$ cat config.mk
export PLATFORM = sky130hd
export DESIGN_NAME = dmem_ctrl
export DESIGN_NICKNAME = d
export VERILOG_FILES = /design/src/rtl/mips_mem_pkg.sv /design/src/rtl/dmem_array.sv /design/src/rtl/dmem_ctrl.sv
export SDC_FILE = /design/constraint.sdc
export NUM_CORES = 2
export LEC_CHECK = 0
export CAP_MARGIN = 40
export CORE_ASPECT_RATIO = 0.6
export CORE_MARGIN = 5
export CORE_UTILIZATION = 30
export CTS_CLUSTER_SIZE = 30
export DETAILED_ROUTE_END_ITERATION = 12
export DONT_BUFFER_PORTS = 1
export MAX_ROUTING_LAYER = met4
export PLACE_DENSITY = 0.48
export SETUP_SLACK_MARGIN = 0.15
export SLEW_MARGIN = 40
export SYNTH_ARGS = -nofsm -noshare
export SYNTH_HDL_FRONTEND = slang
export SYNTH_HIERARCHICAL = 1
export SYNTH_SLANG_ARGS = --single-unit
$ cat constraint.sdc
create_clock -name clk -period 4.9 [get_ports clk]
set_clock_uncertainty 0.1 [all_clocks]
set_input_delay 0.98 -clock clk [delete_from_list [all_inputs] [get_ports clk]]
set_output_delay 0.98 -clock clk [all_outputs]
set_load 0.01 [all_outputs]
$ cat src/rtl/mips_mem_pkg.sv
// Shared types and constants for the MIPS data-memory path: controller FSM
// states, default MMIO location, wait-counter width and RAM index sizing.
package mips_mem_pkg;

    typedef enum logic [1:0] {
        IDLE = 2'd0,
        WAIT = 2'd1,
        RESP = 2'd2
    } dmem_state_t;

    localparam logic [31:0] MMIO_ADDR_DEFAULT = 32'hFFFF_0000;
    localparam int          CNT_W             = 4;

    function automatic int word_idx_width(input int depth);
        return $clog2(depth);
    endfunction

endpackage

$ cat src/rtl/dmem_array.sv
// Single-port DEPTH x 32 data RAM: synchronous write, combinational read of the
// addressed word so the controller can capture load data on its commit edge.
module dmem_array #(
    parameter int DEPTH = 64,
    parameter int IDX_W = 6
) (
    input  logic             clk,
    input  logic             we,
    input  logic [IDX_W-1:0] idx,
    input  logic [31:0]      wdata,
    output logic [31:0]      rdata
);

    logic [31:0] mem [DEPTH];

    always_ff @(posedge clk) begin
        if (we) begin
            mem[idx] <= wdata;
        end
    end

    assign rdata = mem[idx];

endmodule

$ cat src/rtl/dmem_ctrl.sv
// Data-memory controller behind the multicycle MIPS core: valid/ready request,
// programmable wait states, one MMIO result register. DMEM_ALIGN_CHECK_EN enables misalignment faults.
//
// state | meaning
// IDLE  | ready for a request; captures it on req_valid
// WAIT  | counting wait states down to the commit edge
// RESP  | rsp_valid pulse for one cycle, then back to IDLE
module dmem_ctrl
    import mips_mem_pkg::*;
#(
    parameter int          DEPTH       = 64,
    parameter int          WAIT_CYCLES = 2,
    parameter logic [31:0] MMIO_ADDR   = MMIO_ADDR_DEFAULT
) (
    input  logic        clk,
    input  logic        reset,
    input  logic        req_valid,
    output logic        req_ready,
    input  logic        req_we,
    input  logic [31:0] req_addr,
    input  logic [31:0] req_wdata,
    output logic        rsp_valid,
    output logic [31:0] rsp_rdata,
    output logic        rsp_err,
    output logic [31:0] mmio_out,
    output logic        mmio_strobe,
    output logic        busy
);

    localparam int IDX_W = word_idx_width(DEPTH);

    dmem_state_t      state;
    logic [CNT_W-1:0] cnt;
    logic             cap_we;
    logic [31:0]      cap_addr;
    logic [31:0]      cap_wdata;

    logic             commit;
    logic             acc_we;
    logic [31:0]      acc_addr;
    logic [31:0]      acc_wdata;
    logic             is_mmio;
    logic             in_range;
    logic             misaligned;
    logic             ram_we;
    logic [31:0]      ram_rdata;
    logic [31:0]      load_data;

    // With zero wait states the access commits on the handshake edge itself,
    // so the live request fields are used instead of the captured copy.
    always_comb begin
        acc_we    = cap_we;
        acc_addr  = cap_addr;
        acc_wdata = cap_wdata;
        commit    = 1'b0;
        if (state == IDLE) begin
            acc_we    = req_we;
            acc_addr  = req_addr;
            acc_wdata = req_wdata;
            commit    = req_valid && (WAIT_CYCLES == 0);
        end else if (state == WAIT) begin
            commit    = (cnt == '0);
        end
    end

`ifdef DMEM_ALIGN_CHECK_EN
    assign misaligned = |acc_addr[1:0];
`else
    logic unused_low_bits;
    assign unused_low_bits = ^acc_addr[1:0];
    assign misaligned      = 1'b0;
`endif

    assign is_mmio  = (acc_addr[31:2] == MMIO_ADDR[31:2]);
    assign in_range = (acc_addr[31:2] < 30'(DEPTH));
    assign ram_we   = commit && acc_we && !misaligned && !is_mmio && in_range && !reset;

    always_comb begin
        load_data = '0;
        if (!misaligned) begin
            if (is_mmio) begin
                load_data = mmio_out;
            end else if (in_range) begin
                load_data = ram_rdata;
            end
        end
    end

    dmem_array #(
        .DEPTH (DEPTH),
        .IDX_W (IDX_W)
    ) u_array (
        .clk   (clk),
        .we    (ram_we),
        .idx   (acc_addr[IDX_W+1:2]),
        .wdata (acc_wdata),
        .rdata (ram_rdata)
    );

    always_ff @(posedge clk) begin
        if (reset) begin
            state       <= IDLE;
            cnt         <= '0;
            req_ready   <= 1'b1;
            busy        <= 1'b0;
            rsp_valid   <= 1'b0;
            rsp_rdata   <= '0;
            rsp_err     <= 1'b0;
            mmio_out    <= '0;
            mmio_strobe <= 1'b0;
            cap_we      <= 1'b0;
            cap_addr    <= '0;
            cap_wdata   <= '0;
        end else begin
            rsp_valid   <= 1'b0;
            rsp_err     <= 1'b0;
            mmio_strobe <= 1'b0;
            case (state)
                IDLE: begin
                    if (req_valid) begin
                        cap_we    <= req_we;
                        cap_addr  <= req_addr;
                        cap_wdata <= req_wdata;
                        req_ready <= 1'b0;
                        busy      <= 1'b1;
                        if (WAIT_CYCLES == 0) begin
                            state <= RESP;
                        end else begin
                            state <= WAIT;
                            cnt   <= CNT_W'(WAIT_CYCLES - 1);
                        end
                    end
                end
                WAIT: begin
                    if (cnt == '0) begin
                        state <= RESP;
                    end else begin
                        cnt <= cnt - CNT_W'(1);
                    end
                end
                default: begin
                    state     <= IDLE;
                    req_ready <= 1'b1;
                    busy      <= 1'b0;
                end
            endcase
            if (commit) begin
                rsp_valid <= 1'b1;
                rsp_err   <= misaligned;
                rsp_rdata <= acc_we ? 32'd0 : load_data;
                if (acc_we && is_mmio && !misaligned) begin
                    mmio_out    <= acc_wdata;
                    mmio_strobe <= 1'b1;
                end
            end
        end
    end

endmodule

==> summary.md <==
| Metric | Value |
|---|---|
| Status | finished clean |
| Crit path time final | 4.58 ns |
| Startpoint Class | flip-flop |
| Full die area | 291000 µm² |
| Final TNS setup | 0 ns |
| DRT Pass-1 Iters | 5 |
| Peak Freq | 0.218 GHz |
| Power Internal | 31.2 mW |
| Initial antenna violation count | 5 |
| Sequential share of power | 0.498 |
| Hold Path Class | in2reg |
| Area taken by multi-input logic gates | 19100 µm² |
| Height of the chip | 420 µm |
| CTS Buf Count | 214 |
| Final slew viol count | 0 |
| CTS tree | built |
| Tot Pwr | 41.8 mW |
| Reg area | 64200 µm² |
| Core Rows | 150 |
| Share of cells above drive strength 1 | 0.198 |
| Clk_lat worst skew | 0.86 ns |
| Non-filler instance count after layout | 8973 |
| Area share of the largest cell type after synthesis | 0.732 |
| Comb pwr share | 0.118 |
| Post-synth cell types | 66 |
| Max-slew headroom | 0.377 |
| # fillers | 26100 |
| Worst-path fanout max | 67 |
| Cells after Synth | 4858 |
| Placed cells | 8588 |
| Pleak | 31.2 nW |
| Power share of the clock group | 0.384 |
| Clock sink total | 2185 |
| Largest net degree at the start of global routing | 121 |
| 1st-iter DRT viols | 5516 |
| Final hold violations | 0 |
| Port Buffers | 0 |
| Commonest cells in the netlist | edfxtp_1 (2048), mux2i_1 (266), a21oi_1 (213) |
| Initial Util | 0.302 |
| DR vias | 48300 |
| Die Wd | 693 µm |
| Drt wl/cell | 30.2 µm |
| Sw frac | 0.253 |
| Post-synth ARST share | 0 |
| # DRC | 0 |
| Peak supply drop | 294 µV |
| Post-synth top flop | edfxtp_1 |
| Wirelength, routed | 271000 µm |
| Worst-Margin Slew | 0.930 ns |
| Post-DP HPWL | 171000 µm |
| First-pass GRT wire length | 378000 µm |
| Power Density | 426 nW/µm² |
| Synth warnings | 6 |
| Ranking of synthesized cells by area | edfxtp_1 (73%), dfxtp_1 (3.3%), mux2i_1 (3.2%) |
| CP Class | reg2reg |
| Register area share after synthesis | 0.764 |
| Syn Nets | 4928 |
| Mapped Avg Cell Area | 17.3 µm² |
| Core Box Area | 279000 µm² |
| CP Data Arrival Time | 5.24 ns |
| H-tree depth | 4 |
| Clock-pin slew on the worst setup and hold paths | 0.07 ns |
| Post-route ant nets | 0 |
| RSZ-0062 raised after global routing | no |
| Total GRT Usage | 0.187 |
| Switching Power | 10.6 mW |
| Grt ovf | 0 |
| I/O pin count | 137 |
| Critical path required time | 5.56 ns |
| Maxcap violations | 0 |
| Tcrit/Tclk final | 0.935 |
| Routability cong. | 0.838 |
| Drt via density | 5.38 |
| Count leader, synth | edfxtp_1 |
| Final nets | 5151 |
| Setup violators final | 0 |
| Area leader, netlist | edfxtp_1 |
| EDFF count, synth | 2048 |
| Yosys reg bits | 2185 |
| CP Capture Type | flip-flop |
| Synth Cell Area | 84100 µm² |
| Post-cts sizing count | 0 |
| Clock Path Buffers | 4 |
| Vias in the first global route | 46200 |
| Root buffer selected by CTS | clkbuf_16 |
| Synth-to-Final Area Change | 16.7% |
power by group through the flow:
stage	combinational, mW	sequential, mW	clock [mW]
CTS	4.95	20.8	16.4
detailed placement	4.94	21.2	0
finish	4.92	20.8	16.1
global route	5.18	20.8	17.2
floorplan	2.55	21.2	0
global placement	4.86	21.2	0
metal layers:
layer / vias up / track usage / wire (µm)
met3: 327 / 0.0294 / 18800
li1: 20300 / - / -
met5: - / - / 0
met2: 1850 / 0.266 / 118000
met1: 25800 / 0.278 / 128000
met4: 0 / 0.0444 / 6410
placed cells by master, fill, tap and decap left out, types with 14 or more instances in the layout:
| master | synthesis | layout |
|---|---|---|
| edfxtp_1 | 2048 | 2048 |
| buf_4 | 10 | 293 |
| mux2i_1 | 266 | 265 |
| clkbuf_16 | 0 | 214 |
| a21oi_1 | 213 | 212 |
| a22oi_1 | 188 | 188 |
| a221oi_1 | 175 | 175 |
| mux2_2 | 185 | 161 |
| nand2_1 | 157 | 155 |
| dfxtp_1 | 137 | 137 |
| mux4_2 | 96 | 96 |
| o22ai_1 | 93 | 89 |
| and3_1 | 85 | 85 |
| o21ai_0 | 84 | 84 |
| nor2_1 | 153 | 81 |
| o22a_1 | 70 | 70 |
| nor2_4 | 0 | 68 |
| a22o_1 | 66 | 66 |
| buf_12 | 3 | 63 |
| clkinv_1 | 0 | 56 |
| nand3_1 | 54 | 53 |
| nor3_1 | 53 | 50 |
| a221o_1 | 47 | 47 |
| a31oi_1 | 44 | 44 |
| a211oi_1 | 44 | 44 |
| clkinv_2 | 0 | 37 |
| and2_1 | 38 | 36 |
| clkbuf_1 | 210 | 34 |
| nand2b_1 | 32 | 29 |
| nor4_1 | 21 | 21 |
| mux2_4 | 0 | 20 |
| or4_1 | 20 | 20 |
| bufinv_16 | 0 | 17 |
| a222oi_1 | 16 | 16 |
| o2bb2ai_1 | 15 | 15 |
| or4b_1 | 14 | 14 |
metrics by stage:
step | utilization | hold WS [ns] | cell area (µm²) | worst slack (ns)
after floorplan | - | 0.334 | 84100 | -0.0658
after global placement | 0.328 | 0.333 | 91300 | 0.105
after detailed placement | 0.328 | 0.341 | 91500 | 0.199
after CTS | 0.352 | 0.00907 | 98100 | 0.391
after global routing | 0.352 | 0.0363 | 98100 | 0.196
final | 0.352 | 0.0951 | 98100 | 0.319
worst max-delay path: stages (launching register included):
cell and delay, ns:
dfxtp_1 0.37, nor2_4 0.35, mux2_8 0.47, buf_4 0.37, nor2_4 0.10, buf_12 0.20, a22oi_1 0.24, o22ai_1 0.10
o21ai_0 0.40, or4b_1 0.57, or4_1 0.70, a221o_1 0.37
registers in the layout, summed over array words and instances, names as in the netlist:
name         count
mmio_strobe      1
busy             1
u_array/mem   2048
cnt              4
rsp_valid        1
cap_addr        30
req_ready        1
rsp_rdata       32
state            2
cap_we           1
cap_wdata       32
mmio_out        32
area by class of cell:
cell class / count / area share
diodes: 2 / 0.0000510
clock buffers: 249 / 0.0559
clock inverters: 133 / 0.0114
inverters: 4 / 0.000230
multi-input cells: 2316 / 0.194
flip-flops and latches: 2185 / 0.655
well taps: 3724 / 0.0475
repair buffers: 360 / 0.0360
kinds of logic (layout without fill, tap and decap cells):
family / Yosys count / after routing / synth area share
AOI/OAI and AO/OA: 1087 / 1087 / 0.0933
xor gates and xnor gates: 2 / 2 / 0.000208
adders and majority gates: 2 / 2 / 0.000298
buffers and inverters: 357 / 746 / 0.0187
DFF: 2185 / 2185 / 0.764
muxes: 547 / 547 / 0.0822
other: 1 / 3 / 0.0000446
and+or+nand+nor: 677 / 677 / 0.0410
final timing paths:
kind,from,endpoint,slack (ns),cells past startpoint
max,state[1],rsp_rdata[21],0.32,11
min,reset,cap_addr[5],0.1,1
min reg2reg,cap_wdata[25],cap_wdata[25],0.35,2
max reg2reg,state[1],rsp_rdata[21],0.32,11
what timing repair did:
action,in CTS,in global routing
hold buffers,1,0
buffers inserted,0,0
endpoints found under the hold margin,1,0
(Power assumes the default switching activity.)
